$ cat config.mk
export PLATFORM = sky130hd
export DESIGN_NAME = multicycle_control_unit_flat
export DESIGN_NICKNAME = d
export VERILOG_FILES = /design/src/rtl/multicycle_control_unit_pkg.sv /design/src/rtl/multicycle_control_unit_if.sv /design/src/rtl/multicycle_control_unit_decode.sv /design/src/rtl/multicycle_control_unit.sv /design/src/flat_wrapper.sv
export SDC_FILE = /design/constraint.sdc
export NUM_CORES = 1
export LEC_CHECK = 0
export CAP_MARGIN = 20
export CORE_AREA = 2 2 57 59
export DETAILED_ROUTE_END_ITERATION = 10
export DIE_AREA = 0 0 59 61
export DONT_BUFFER_PORTS = 1
export MAX_ROUTING_LAYER = met4
export PLACE_DENSITY = 0.41
export SYNTH_ARGS = -nofsm -noshare
export SYNTH_HDL_FRONTEND = slang
export SYNTH_SLANG_ARGS = --single-unit
$ cat constraint.sdc
create_clock -name CLK -period 1.4 [get_ports CLK]
set_input_delay 0.21 -clock CLK [delete_from_list [all_inputs] [get_ports CLK]]
set_output_delay 0.21 -clock CLK [all_outputs]
set_load 0.005 [all_outputs]
$ cat src/rtl/multicycle_control_unit_pkg.sv
// Shared definitions for the multi-cycle control unit: opcodes, FSM state
// encodings, datapath select codes and the instruction classes from decode.
package cpu_defs_pkg;

  localparam int OPW    = 6;
  localparam int ALUOPW = 3;

  localparam logic [OPW-1:0] OP_ADD   = 6'b000000;
  localparam logic [OPW-1:0] OP_SUB   = 6'b000001;
  localparam logic [OPW-1:0] OP_ADDIU = 6'b000010;
  localparam logic [OPW-1:0] OP_AND   = 6'b010000;
  localparam logic [OPW-1:0] OP_ANDI  = 6'b010001;
  localparam logic [OPW-1:0] OP_ORI   = 6'b010010;
  localparam logic [OPW-1:0] OP_SLL   = 6'b011000;
  localparam logic [OPW-1:0] OP_SLTI  = 6'b011100;
  localparam logic [OPW-1:0] OP_SW    = 6'b100110;
  localparam logic [OPW-1:0] OP_LW    = 6'b100111;
  localparam logic [OPW-1:0] OP_BEQ   = 6'b110000;
  localparam logic [OPW-1:0] OP_BNE   = 6'b110001;
  localparam logic [OPW-1:0] OP_J     = 6'b111000;
  localparam logic [OPW-1:0] OP_JR    = 6'b111001;
  localparam logic [OPW-1:0] OP_JAL   = 6'b111010;
  localparam logic [OPW-1:0] OP_HALT  = 6'b111111;

  typedef enum logic [2:0] {
    ST_IF     = 3'b000,
    ST_ID     = 3'b001,
    ST_EXE_LS = 3'b010,
    ST_MEM    = 3'b011,
    ST_WB_LD  = 3'b100,
    ST_EXE_BR = 3'b101,
    ST_EXE_AL = 3'b110,
    ST_WB_AL  = 3'b111
  } state_e;

  localparam logic [ALUOPW-1:0] ALU_ADD = 3'b000;
  localparam logic [ALUOPW-1:0] ALU_SUB = 3'b001;
  localparam logic [ALUOPW-1:0] ALU_SLL = 3'b010;
  localparam logic [ALUOPW-1:0] ALU_OR  = 3'b011;
  localparam logic [ALUOPW-1:0] ALU_AND = 3'b100;
  localparam logic [ALUOPW-1:0] ALU_SLT = 3'b110;

  localparam logic [1:0] PCSRC_PC4    = 2'b00;
  localparam logic [1:0] PCSRC_BRANCH = 2'b01;
  localparam logic [1:0] PCSRC_RS     = 2'b10;
  localparam logic [1:0] PCSRC_JUMP   = 2'b11;

  localparam logic [1:0] REGDST_RA = 2'b00;
  localparam logic [1:0] REGDST_RT = 2'b01;
  localparam logic [1:0] REGDST_RD = 2'b10;

  typedef enum logic [3:0] {
    CLS_ALU,
    CLS_LW,
    CLS_SW,
    CLS_BEQ,
    CLS_BNE,
    CLS_J,
    CLS_JR,
    CLS_JAL,
    CLS_HALT,
    CLS_UNDEF
  } instr_class_e;

endpackage

$ cat src/rtl/multicycle_control_unit_if.sv
// Control bus between the control unit (master) and the multi-cycle datapath
// (slave): opcode/zero feedback in, every datapath strobe out.
interface multicycle_control_unit_if #(
  parameter int OPW    = cpu_defs_pkg::OPW,
  parameter int ALUOPW = cpu_defs_pkg::ALUOPW
);
  logic [OPW-1:0]    Opcode;
  logic              zero;
  logic              PCWre;
  logic              IRWre;
  logic              RegWre;
  logic [1:0]        RegDst;
  logic              WrRegDSrc;
  logic              DBDataSrc;
  logic              ALUSrcA;
  logic              ALUSrcB;
  logic              ExtSel;
  logic [ALUOPW-1:0] ALUOp;
  logic [1:0]        PCSrc;
  logic              mRD;
  logic              mWR;
  logic [2:0]        state;

  modport master (
    input  Opcode, zero,
    output PCWre, IRWre, RegWre, RegDst, WrRegDSrc, DBDataSrc,
           ALUSrcA, ALUSrcB, ExtSel, ALUOp, PCSrc, mRD, mWR, state
  );

  modport slave (
    output Opcode, zero,
    input  PCWre, IRWre, RegWre, RegDst, WrRegDSrc, DBDataSrc,
           ALUSrcA, ALUSrcB, ExtSel, ALUOp, PCSrc, mRD, mWR, state
  );
endinterface

$ cat src/rtl/multicycle_control_unit_decode.sv
// cu_decode: purely combinational opcode decode into the static ALU controls,
// write-back register class and instruction class used by the sequencing FSM.
module cu_decode
  import cpu_defs_pkg::*;
(
  input  logic [OPW-1:0]    opcode,
  output logic [ALUOPW-1:0] alu_op,
  output logic              alu_src_a,
  output logic              alu_src_b,
  output logic              ext_sel,
  output logic [1:0]        reg_dst_wb,
  output instr_class_e      instr_class
);

  // R-type ALU ops write rd; immediate forms write rt and take the extended imm.
  always_comb begin
    alu_op      = ALU_ADD;
    alu_src_a   = 1'b0;
    alu_src_b   = 1'b0;
    ext_sel     = 1'b1;
    reg_dst_wb  = REGDST_RD;
    instr_class = CLS_UNDEF;
    case (opcode)
      OP_ADD:   instr_class = CLS_ALU;
      OP_SUB: begin
        alu_op      = ALU_SUB;
        instr_class = CLS_ALU;
      end
      OP_ADDIU: begin
        alu_src_b   = 1'b1;
        reg_dst_wb  = REGDST_RT;
        instr_class = CLS_ALU;
      end
      OP_AND: begin
        alu_op      = ALU_AND;
        instr_class = CLS_ALU;
      end
      OP_ANDI: begin
        alu_op      = ALU_AND;
        alu_src_b   = 1'b1;
        ext_sel     = 1'b0;
        reg_dst_wb  = REGDST_RT;
        instr_class = CLS_ALU;
      end
      OP_ORI: begin
        alu_op      = ALU_OR;
        alu_src_b   = 1'b1;
        ext_sel     = 1'b0;
        reg_dst_wb  = REGDST_RT;
        instr_class = CLS_ALU;
      end
      OP_SLL: begin
        alu_op      = ALU_SLL;
        alu_src_a   = 1'b1;
        instr_class = CLS_ALU;
      end
      OP_SLTI: begin
        alu_op      = ALU_SLT;
        alu_src_b   = 1'b1;
        reg_dst_wb  = REGDST_RT;
        instr_class = CLS_ALU;
      end
      OP_SW: begin
        alu_src_b   = 1'b1;
        instr_class = CLS_SW;
      end
      OP_LW: begin
        alu_src_b   = 1'b1;
        instr_class = CLS_LW;
      end
      OP_BEQ: begin
        alu_op      = ALU_SUB;
        instr_class = CLS_BEQ;
      end
      OP_BNE: begin
        alu_op      = ALU_SUB;
        instr_class = CLS_BNE;
      end
      OP_J:     instr_class = CLS_J;
      OP_JR:    instr_class = CLS_JR;
      OP_JAL:   instr_class = CLS_JAL;
      OP_HALT:  instr_class = CLS_HALT;
      default:  instr_class = CLS_UNDEF;
    endcase
  end

endmodule

$ cat src/rtl/multicycle_control_unit.sv
// Multi-cycle CPU control FSM: sequences IF/ID/EXE/MEM/WB and gates strobes.
// Optional retired-instruction counter enabled by defining CU_RETIRE_COUNT_EN.
module multicycle_control_unit
  import cpu_defs_pkg::*;
(
  input  logic CLK,
  input  logic Reset,
`ifdef CU_RETIRE_COUNT_EN
  output logic [31:0] RetireCount,
`endif
  multicycle_control_unit_if.master bus
);

  state_e state_q, state_d;

  logic [ALUOPW-1:0] dec_alu_op;
  logic              dec_alu_src_a;
  logic              dec_alu_src_b;
  logic              dec_ext_sel;
  logic [1:0]        dec_reg_dst_wb;
  instr_class_e      dec_class;

  logic              pc_wre, ir_wre, reg_wre, wr_reg_d_src, db_data_src;
  logic              alu_src_a, alu_src_b, ext_sel, m_rd, m_wr;
  logic [1:0]        reg_dst, pc_src;
  logic [ALUOPW-1:0] alu_op;

  cu_decode u_decode (
    .opcode      (bus.Opcode),
    .alu_op      (dec_alu_op),
    .alu_src_a   (dec_alu_src_a),
    .alu_src_b   (dec_alu_src_b),
    .ext_sel     (dec_ext_sel),
    .reg_dst_wb  (dec_reg_dst_wb),
    .instr_class (dec_class)
  );

  always_ff @(posedge CLK or negedge Reset) begin
    if (!Reset) state_q <= ST_IF;
    else        state_q <= state_d;
  end

  // ALU controls come straight from decode from ID onward; IF keeps them idle.
  always_comb begin
    state_d      = ST_IF;
    pc_wre       = 1'b0;
    ir_wre       = 1'b0;
    reg_wre      = 1'b0;
    reg_dst      = REGDST_RA;
    wr_reg_d_src = 1'b1;
    db_data_src  = 1'b0;
    pc_src       = PCSRC_PC4;
    m_rd         = 1'b0;
    m_wr         = 1'b0;
    alu_op       = (state_q == ST_IF) ? ALU_ADD : dec_alu_op;
    alu_src_a    = (state_q == ST_IF) ? 1'b0 : dec_alu_src_a;
    alu_src_b    = (state_q == ST_IF) ? 1'b0 : dec_alu_src_b;
    ext_sel      = (state_q == ST_IF) ? 1'b0 : dec_ext_sel;
    case (state_q)
      ST_IF: begin
        ir_wre  = 1'b1;
        state_d = ST_ID;
      end
      ST_ID: begin
        case (dec_class)
          CLS_J: begin
            pc_wre = 1'b1;
            pc_src = PCSRC_JUMP;
          end
          CLS_JR: begin
            pc_wre = 1'b1;
            pc_src = PCSRC_RS;
          end
          CLS_JAL: begin
            pc_wre       = 1'b1;
            pc_src       = PCSRC_JUMP;
            reg_wre      = 1'b1;
            reg_dst      = REGDST_RA;
            wr_reg_d_src = 1'b0;
          end
          CLS_HALT:          state_d = ST_ID;
          CLS_BEQ, CLS_BNE:  state_d = ST_EXE_BR;
          CLS_LW, CLS_SW:    state_d = ST_EXE_LS;
          CLS_ALU:           state_d = ST_EXE_AL;
          default:           pc_wre  = 1'b1;
        endcase
      end
      ST_EXE_AL: state_d = ST_WB_AL;
      ST_WB_AL: begin
        reg_wre      = 1'b1;
        reg_dst      = dec_reg_dst_wb;
        wr_reg_d_src = 1'b1;
        db_data_src  = 1'b0;
        pc_wre       = 1'b1;
      end
      ST_EXE_BR: begin
        pc_wre = 1'b1;
        if ((dec_class == CLS_BEQ && bus.zero) || (dec_class == CLS_BNE && !bus.zero))
          pc_src = PCSRC_BRANCH;
      end
      ST_EXE_LS: state_d = ST_MEM;
      ST_MEM: begin
        if (dec_class == CLS_LW) begin
          m_rd    = 1'b1;
          state_d = ST_WB_LD;
        end else begin
          m_wr   = (dec_class == CLS_SW);
          pc_wre = 1'b1;
        end
      end
      ST_WB_LD: begin
        reg_wre      = 1'b1;
        reg_dst      = REGDST_RT;
        db_data_src  = 1'b1;
        wr_reg_d_src = 1'b1;
        pc_wre       = 1'b1;
      end
      default: state_d = ST_IF;
    endcase
  end

  assign bus.PCWre     = pc_wre;
  assign bus.IRWre     = ir_wre;
  assign bus.RegWre    = reg_wre;
  assign bus.RegDst    = reg_dst;
  assign bus.WrRegDSrc = wr_reg_d_src;
  assign bus.DBDataSrc = db_data_src;
  assign bus.ALUSrcA   = alu_src_a;
  assign bus.ALUSrcB   = alu_src_b;
  assign bus.ExtSel    = ext_sel;
  assign bus.ALUOp     = alu_op;
  assign bus.PCSrc     = pc_src;
  assign bus.mRD       = m_rd;
  assign bus.mWR       = m_wr;
  assign bus.state     = state_q;

`ifdef CU_RETIRE_COUNT_EN
  logic [31:0] retire_count_q, retire_count_d;

  always_comb begin
    retire_count_d = retire_count_q + {31'b0, pc_wre};
  end

  always_ff @(posedge CLK or negedge Reset) begin
    if (!Reset) retire_count_q <= 32'h0;
    else        retire_count_q <= retire_count_d;
  end

  assign RetireCount = retire_count_q;
`endif

endmodule

$ cat src/flat_wrapper.sv
// flat-port wrapper written by rule: the top's interface ports become plain ports
module multicycle_control_unit_flat import cpu_defs_pkg::*;
  (CLK, Reset, bus_Opcode, bus_zero, bus_PCWre, bus_IRWre, bus_RegWre, bus_RegDst, bus_WrRegDSrc, bus_DBDataSrc, bus_ALUSrcA, bus_ALUSrcB, bus_ExtSel, bus_ALUOp, bus_PCSrc, bus_mRD, bus_mWR, bus_state);
  multicycle_control_unit_if bus_i ();
  input  logic CLK;
  input  logic Reset;
  input wire logic [$bits(bus_i.Opcode)-1:0] bus_Opcode;
  input wire logic [$bits(bus_i.zero)-1:0] bus_zero;
  output wire logic [$bits(bus_i.PCWre)-1:0] bus_PCWre;
  output wire logic [$bits(bus_i.IRWre)-1:0] bus_IRWre;
  output wire logic [$bits(bus_i.RegWre)-1:0] bus_RegWre;
  output wire logic [$bits(bus_i.RegDst)-1:0] bus_RegDst;
  output wire logic [$bits(bus_i.WrRegDSrc)-1:0] bus_WrRegDSrc;
  output wire logic [$bits(bus_i.DBDataSrc)-1:0] bus_DBDataSrc;
  output wire logic [$bits(bus_i.ALUSrcA)-1:0] bus_ALUSrcA;
  output wire logic [$bits(bus_i.ALUSrcB)-1:0] bus_ALUSrcB;
  output wire logic [$bits(bus_i.ExtSel)-1:0] bus_ExtSel;
  output wire logic [$bits(bus_i.ALUOp)-1:0] bus_ALUOp;
  output wire logic [$bits(bus_i.PCSrc)-1:0] bus_PCSrc;
  output wire logic [$bits(bus_i.mRD)-1:0] bus_mRD;
  output wire logic [$bits(bus_i.mWR)-1:0] bus_mWR;
  output wire logic [$bits(bus_i.state)-1:0] bus_state;
  assign bus_i.Opcode = bus_Opcode;
  assign bus_i.zero = bus_zero;
  assign bus_PCWre = bus_i.PCWre;
  assign bus_IRWre = bus_i.IRWre;
  assign bus_RegWre = bus_i.RegWre;
  assign bus_RegDst = bus_i.RegDst;
  assign bus_WrRegDSrc = bus_i.WrRegDSrc;
  assign bus_DBDataSrc = bus_i.DBDataSrc;
  assign bus_ALUSrcA = bus_i.ALUSrcA;
  assign bus_ALUSrcB = bus_i.ALUSrcB;
  assign bus_ExtSel = bus_i.ExtSel;
  assign bus_ALUOp = bus_i.ALUOp;
  assign bus_PCSrc = bus_i.PCSrc;
  assign bus_mRD = bus_i.mRD;
  assign bus_mWR = bus_i.mWR;
  assign bus_state = bus_i.state;
  multicycle_control_unit u_core (.CLK(CLK), .Reset(Reset), .bus(bus_i));
endmodule
==> flow_summary_export.csv, run 1 <==
group,metric,value,unit
status,status,"finished with violations",
status,violations,"negative setup slack",
critical_path,worst-r2r-setup-slack,0.10,ns
drt,avgViaCountPerCell,5.521,
global_route,antenna_found_initial,0,
placement,globalplace.congestion,0.8066,
power_and_ir_drop,switching_share,0.4341,
timing,rsz0062_at_grt,"true",
critical_path,path_delay_family,"simple AND/OR/NAND/NOR gates",
layout,antenna_cells,0,
power_and_ir_drop,clkPwrFrac,0.107,
yosys,syn-instance-count,117,
layout,area_growth,43.87,%
power_and_ir_drop,p_sw,600.8,uW
critical_path,end_kind,"primary output",
yosys,ys_warn_count,0,
timing,finalHoldViolCount,0,
critical_path,critPathArrivalTime,1.31,ns
floorplanning,pin_count,29,
critical_path,start_kind,"register",
critical_path,crit_required,1.19,ns
global_route,grt_pass1_wl,4319,um
timing,worst_slew_pin_slew,0.4933,ns
clock_network,cts_tree,"done",
timing,slew-limit-headroom,0.6681,
drt,wire_per_inst,15.80,um
layout,largest_reg_flops,3,
clock_network,cts.sinks,3,
power_and_ir_drop,power_frac_seq,0.169,
drt,ant_nets,0,
power_and_ir_drop,pwr-share-comb,0.724,
drt,drt-total-wl,2607,um
clock_network,clk_latency,0.23,ns
timing,period_minus_slack,1.520,ns
placement,portBuffers,0,
yosys,yosysUniqueCellTypes,36,
yosys,synth_top_area_cell,"dfrtp_1",
drt,firstDrtPassIters,4,
layout,final_core_util,0.3530,
timing,fin_crit_sh,1.086,
critical_path,cp_cell_sequence,"nor2_2, nand4_1, or2_1, nand2_1",
drt,post-route-drc-count,0,
power_and_ir_drop,internal_power,783.1,uW
clock_network,clkTransAtPathRegs,0.04,ns
clock_network,root_buffer,"clkbuf_4",
floorplanning,dieArea,3599,um2
timing,fmax,657.9,MHz
yosys,synthesis.nets,126,
floorplanning,die_y,61,um
global_route,grt_overflow,0,
power_and_ir_drop,power,1.384,mW
drt,drt_iter0_drc,23,
critical_path,worstSetupPathType,"register to primary output",
clock_network,cts_htree_levels,1,
timing,setup_tns,-0.9298,ns
clock_network,numCtsBuffers,3,
floorplanning,fp.dieW,59,um
critical_path,startpoint,"u_core.bus.state[2]",
critical_path,r2r-start,"u_core.bus.state[1]",
timing,layout_setup_ws,-0.1200,ns
yosys,yosys-top-cells-area,"dfrtp_1 (10%), nand2b_1 (6.9%), nor2_1 (6.7%)",
timing,slew_viol_final,0,
critical_path,cp_num_buf_inv,0,
power_and_ir_drop,ir_worst_vdd,0.0005730,V
critical_path,r2r-end,"u_core.bus.state[2]",
timing,finClkSkew,0.004686,ns
floorplanning,initial_utilization,0.2453,
floorplanning,rows,20,
critical_path,cp_max_fo,7,
yosys,syn_area,724.4,um2
power_and_ir_drop,p_leak,0.3722,nW
yosys,synth_seq_area_share,0.1036,
critical_path,reg2regPathDepth,5,
critical_path,cp_slowest_cell,"dfrtp_2",
floorplanning,core,2953,um2
global_route,grt_pass1_vias,864,
job,maxCapViolations,0,
layout,num-nets-final,142,
placement,pre_cts_ws,-0.07483,ns
layout,most-common-layout-cells,"buf_4 (21), nand2_1 (11), nor2_1 (10), a21oi_1 (8), nand3_1 (7)",
drt,vias,911,
layout,fillCellCount,323,
yosys,syn_area_per_cell,6.192,um2
layout,drive_gt1_frac,0.3788,
layout,mostFrequentLayoutCell,"buf_4",
clock_network,cts_max_path_buffers,2,
hold_path,hp-class,"primary input to async pin",
global_route,grt.total_usage,0.1591,
critical_path,critical-path-max-stage-delay,0.47,ns
placement,hpwl,1931,um
yosys,synth-seq-cells,3,
timing,setup_viol,13,
global_route,grt_max_degree,26,
yosys,synth_top_area_frac,0.1036,
power_and_ir_drop,powerDensity,1328,nW/um2
routing by layer:
metal / vias to the layer above / share of wire / global-route usage
met2: 24 / 0.47 / 0.2524
met3: 0 / 0.039 / 0.01919
met1: 425 / 0.49 / 0.2226
met5: - / 0 / -
li1: 462 / - / -
met4: 0 / 0 / 0.01948
metrics by stage:
stage / hold WS, ns / area (um2) / instances
6_report: 0.2352 / 1042 / 165
5_1_grt: 0.2324 / 1042 / 165
4_1_cts: 0.2307 / 968.4 / 165
3_5_place_dp: -0.08549 / 837.1 / 155
3_3_place_gp: -0.08550 / 837.1 / 155
2_1_floorplan: -0.08559 / 729.5 / 117
Yosys cell counts:
master and instances:
nand4b_1 1, a32oi_1 2, o221ai_1 1, nand2_1 11, nor3_2 1, a31oi_1 5, dfrtp_1 3, or3_1 1
inv_1 2, o22ai_1 3, nor2_1 13, a2111oi_0 1, mux2i_1 1, a211oi_1 2, or2_2 2, nand4_1 2
nor3b_2 1, buf_4 1, and4bb_1 1, nor2b_1 5, xnor2_1 1, nand2b_1 8, or2_1 1, o21ai_0 7
and3b_1 1, a311oi_2 1, a21oi_2 1, clkbuf_1 3, nor4_1 2, and2_1 2, and3_1 1, o31ai_1 1
a21oi_1 8, buf_2 7, nand3_1 8, nor3_1 6
cell type report:
class / instances / area [um2] / area share
inverters: 2 / 7.507 / 0.007203
clock buffers: 4 / 26.28 / 0.02521
multi-input cells: 101 / 720.7 / 0.6915
well taps: 33 / 41.29 / 0.03962
repair buffers: 22 / 167.7 / 0.1609
flip-flops and latches: 3 / 78.83 / 0.07563
logic make-up (layout without fill, tap and decap cells):
family | count (synthesis) | count (layout) | share of synthesized area
AOI/OAI and AO/OA | 32 | 32 | 0.2850
xor gates and xnor gates | 1 | 1 | 0.01209
buffers and inverters | 13 | 28 | 0.08463
DFF | 3 | 3 | 0.1036
muxes | 1 | 1 | 0.01382
and+or+nand+nor | 67 | 67 | 0.5009
how the worst max path moves through the flow:
stage          slack, ns  cells after the start      endpoint
6_report           -0.12                      4    bus_RegWre
5_1_grt            -0.22                      4  bus_PCSrc[0]
4_1_cts            -0.13                      4    bus_RegWre
3_5_place_dp       -0.07                      5       bus_mWR
3_3_place_gp       -0.04                      5       bus_mWR
2_1_floorplan      -0.02                      5    bus_RegWre
repair_timing:
item | CTS | global route
buffers inserted | 5 | 0
endpoints found under the setup margin | 16 | 17
hold endpoints to repair | 3 | 0
pin swaps | 7 | 6
gates resized for setup | 14 | 13
hold buffers | 1 | 0
power groups by stage:
stage	clock network, mW	logic (mW)	registers, mW
2_1_floorplan	0	0.469	0.161
3_3_place_gp	0	0.697	0.229
3_5_place_dp	0	0.700	0.231
4_1_cts	0.155	0.898	0.233
5_1_grt	0.167	1.11	0.249
6_report	0.148	1.00	0.234
Power figures use the tool's default switching activity.
==> inputs of run 2 (changes only) <==
Settings changed: CORE_AREA 2 2 57 59 to 2 2 60 62, DIE_AREA 0 0 59 61 to 0 0 62 64, PLACE_DENSITY 0.41 to 0.4, SYNTH_HIERARCHICAL set to 1.
==> run 2 against run 1 <==
The flow still finishes with violations (negative setup slack). Worst setup slack lost 0.29 ns. Core utilization grew 4.4 points. Combinational power shrank 4%. Cell area grew 25%. Hold slack gained 0.0013 ns. Register-to-register slack is essentially flat. Maximum frequency shrank 16%. Sequential cell count is the same. Global-route usage shrank 1.6 points. Largest cell class unchanged. Largest power group unchanged.
==> flow_summary_export.csv, run 2 <==
group,metric,value,unit
drt,drt_iter0_drc,24,
timing,fin_crit_sh,1.290,
timing,fmax,553.7,MHz
yosys,synth_async_sr_flop_share,1.000,
layout,largest_reg_flops,3,
timing,finalHoldViolCount,0,
yosys,yosys-top-cells-area,"dfrtp_1 (9.5%), nor2b_1 (8.7%), nor2_1 (5.7%)",
yosys,synth_top_area_cell,"dfrtp_1",
power_and_ir_drop,powerDensity,1007,nW/um2
layout,most-common-layout-cells,"buf_4 (30), nand2_1 (10), nor2_1 (8), buf_6 (7)",
yosys,ys_warn_count,6,
drt,ant_nets,0,
placement,post-place-cells,175,
layout,fillCellCount,335,
clock_network,numCtsBuffers,3,
layout,drive_gt1_frac,0.5616,
timing,finClkSkew,0.001295,ns
clock_network,root_buffer,"clkbuf_4",
timing,setup_viol,16,
clock_network,clk_latency,0.23,ns
critical_path,worstSetupPathType,"primary input to primary output",
placement,portBuffers,0,
clock_network,cts_tree,"done",
yosys,syn_area_per_cell,6.915,um2
drt,vias,972,
yosys,synthesis.nets,123,
clock_network,cts.sinks,3,
layout,instances_no_fill,192,
timing,slew_viol_final,0,
drt,wire_per_inst,14.03,um
yosys,synth_seq_area_share,0.09524,
status,violations,"negative setup slack",
global_route,grt_overflow,0,
placement,pre_cts_ws,-0.4332,ns
layout,multiInputGateArea,810.8,um2
drt,drt-total-wl,2694,um
yosys,syn-instance-count,114,
timing,worst_slew_pin_slew,0.6908,ns
global_route,antenna_found_initial,0,
floorplanning,core,3284,um2
floorplanning,fp.dieW,62,um
floorplanning,rows,21,
global_route,grt.total_usage,0.1429,
floorplanning,pin_count,29,
layout,area_growth,65.24,%
critical_path,end_kind,"primary output",
power_and_ir_drop,ir_worst_vdd,0.0002583,V
critical_path,start_kind,"primary input",
drt,avgViaCountPerCell,5.063,
layout,num-nets-final,156,
yosys,synth_common_cells,"nor2_1 (12), nand2_1 (11), nor2b_1 (11)",
yosys,synth_edf_count,0,
power_and_ir_drop,p_leak,0.5366,nW
global_route,grt_pass1_wl,4367,um
timing,period_minus_slack,1.806,ns
critical_path,critPathArrivalTime,1.60,ns
layout,regArea,78.83,um2
clock_network,cts_max_path_buffers,2,
floorplanning,die_y,64,um
layout,mostFrequentLayoutCell,"buf_4",
yosys,synth_ff_type,"dfrtp_1",
floorplanning,initial_utilization,0.2400,
timing,layout_setup_ws,-0.4060,ns
critical_path,crit_required,1.19,ns
yosys,syn_area,788.3,um2
yosys,synth_most_common_cell,"nor2_1",
yosys,synth_top_area_frac,0.09524,
job,maxCapViolations,0,
layout,antenna_cells,0,
critical_path,cp_max_fo,14,
hold_path,hp-class,"primary input to async pin",
timing,slew-limit-headroom,0.5394,
drt,post-route-drc-count,0,
status,status,"finished with violations",
global_route,grt_pass1_vias,926,
timing,rsz0062_at_grt,"true",
global_route,grt_max_degree,17,
yosys,yosysUniqueCellTypes,52,
clock_network,cts_htree_levels,1,
placement,hpwl,1830,um
placement,globalplace.congestion,0.7556,
floorplanning,dieArea,3968,um2
drt,firstDrtPassIters,4,
clock_network,clkTransAtPathRegs,0.04,ns
yosys,synth-seq-cells,3,
[run 2: cell type report]
cell class              count  area share
clock buffers               4     0.02017
inverters                   4     0.01153
multi-input cells          97      0.6225
flip-flops and latches      3     0.06052
well taps                  46     0.04419
repair buffers             38      0.2411
[run 2: kinds of logic (layout without fill, tap and decap cells)]
family	Yosys count	after routing	share of synthesized area
flops	3	3	0.09524
xor+xnor	1	1	0.01111
simple gates	66	66	0.5032
buf+inv	14	46	0.1127
compound gates	28	28	0.2508
mux	2	2	0.02698
[run 2: routing by layer]
layer,global-route usage,share of wire
met5,-,0
met4,0.04787,0
met3,0.01215,0.033
met2,0.2135,0.50
met1,0.1990,0.47
[run 2: worst paths after layout]
check | to | from | depth (start not counted) | slack (ns)
max | bus_PCWre | bus_Opcode[5] | 6 | -0.41
min | u_core/bus.state[2] | Reset | 1 | 0.24
max reg2reg | u_core/bus.state[2] | u_core/bus.state[0] | 4 | 0.09
min reg2reg | u_core/bus.state[2] | u_core/bus.state[2] | 1 | 0.66
max in group asynchronous | u_core/bus.state[1] | Reset | 1 | 1.00
min in group CLK | u_core/bus.state[0] | bus_Opcode[4] | 4 | 0.49
[run 2: worst max-delay path, stage by stage]
cell and delay (ns):
mux2_4 0.29, o32ai_2 0.10, a222oi_1 0.18, or4b_4 0.59, a2bb2oi_2 0.17, a21oi_2 0.06
[run 2: where the power goes]
group	leakage, nW	internal (mW)	switching, mW
Combinational	0.487	0.497	0.464
Sequential	0.0347	0.126	0.0735
Clock	0.0150	0.107	0.0437
[run 2: repair_timing]
| action | in CTS | in global routing |
|---|---|---|
| buffers inserted | 9 | 4 |
| pin swaps | 11 | 9 |
| setup endpoints to repair | 20 | 19 |
| gates resized for setup | 22 | 30 |
| gates cloned | 0 | 0 |
| hold endpoints to repair | 3 | 0 |
| hold buffers | 1 | 0 |
[run 2: metrics by stage]
step                        util  total power, mW  hold slack, ns  cell area, um2  setup TNS [ns]
after global routing      0.3966            1.425          0.2297            1303          -4.106
final                     0.3966            1.311          0.2365            1303          -3.023
after global placement    0.2956           0.7695        -0.08551           970.9          -3.627
after detailed placement  0.2956           0.7787        -0.08550           970.9          -3.614
after floorplan                -           0.5460        -0.08559           807.0          -2.782
after CTS                 0.3558            1.102          0.2279            1169          -2.458
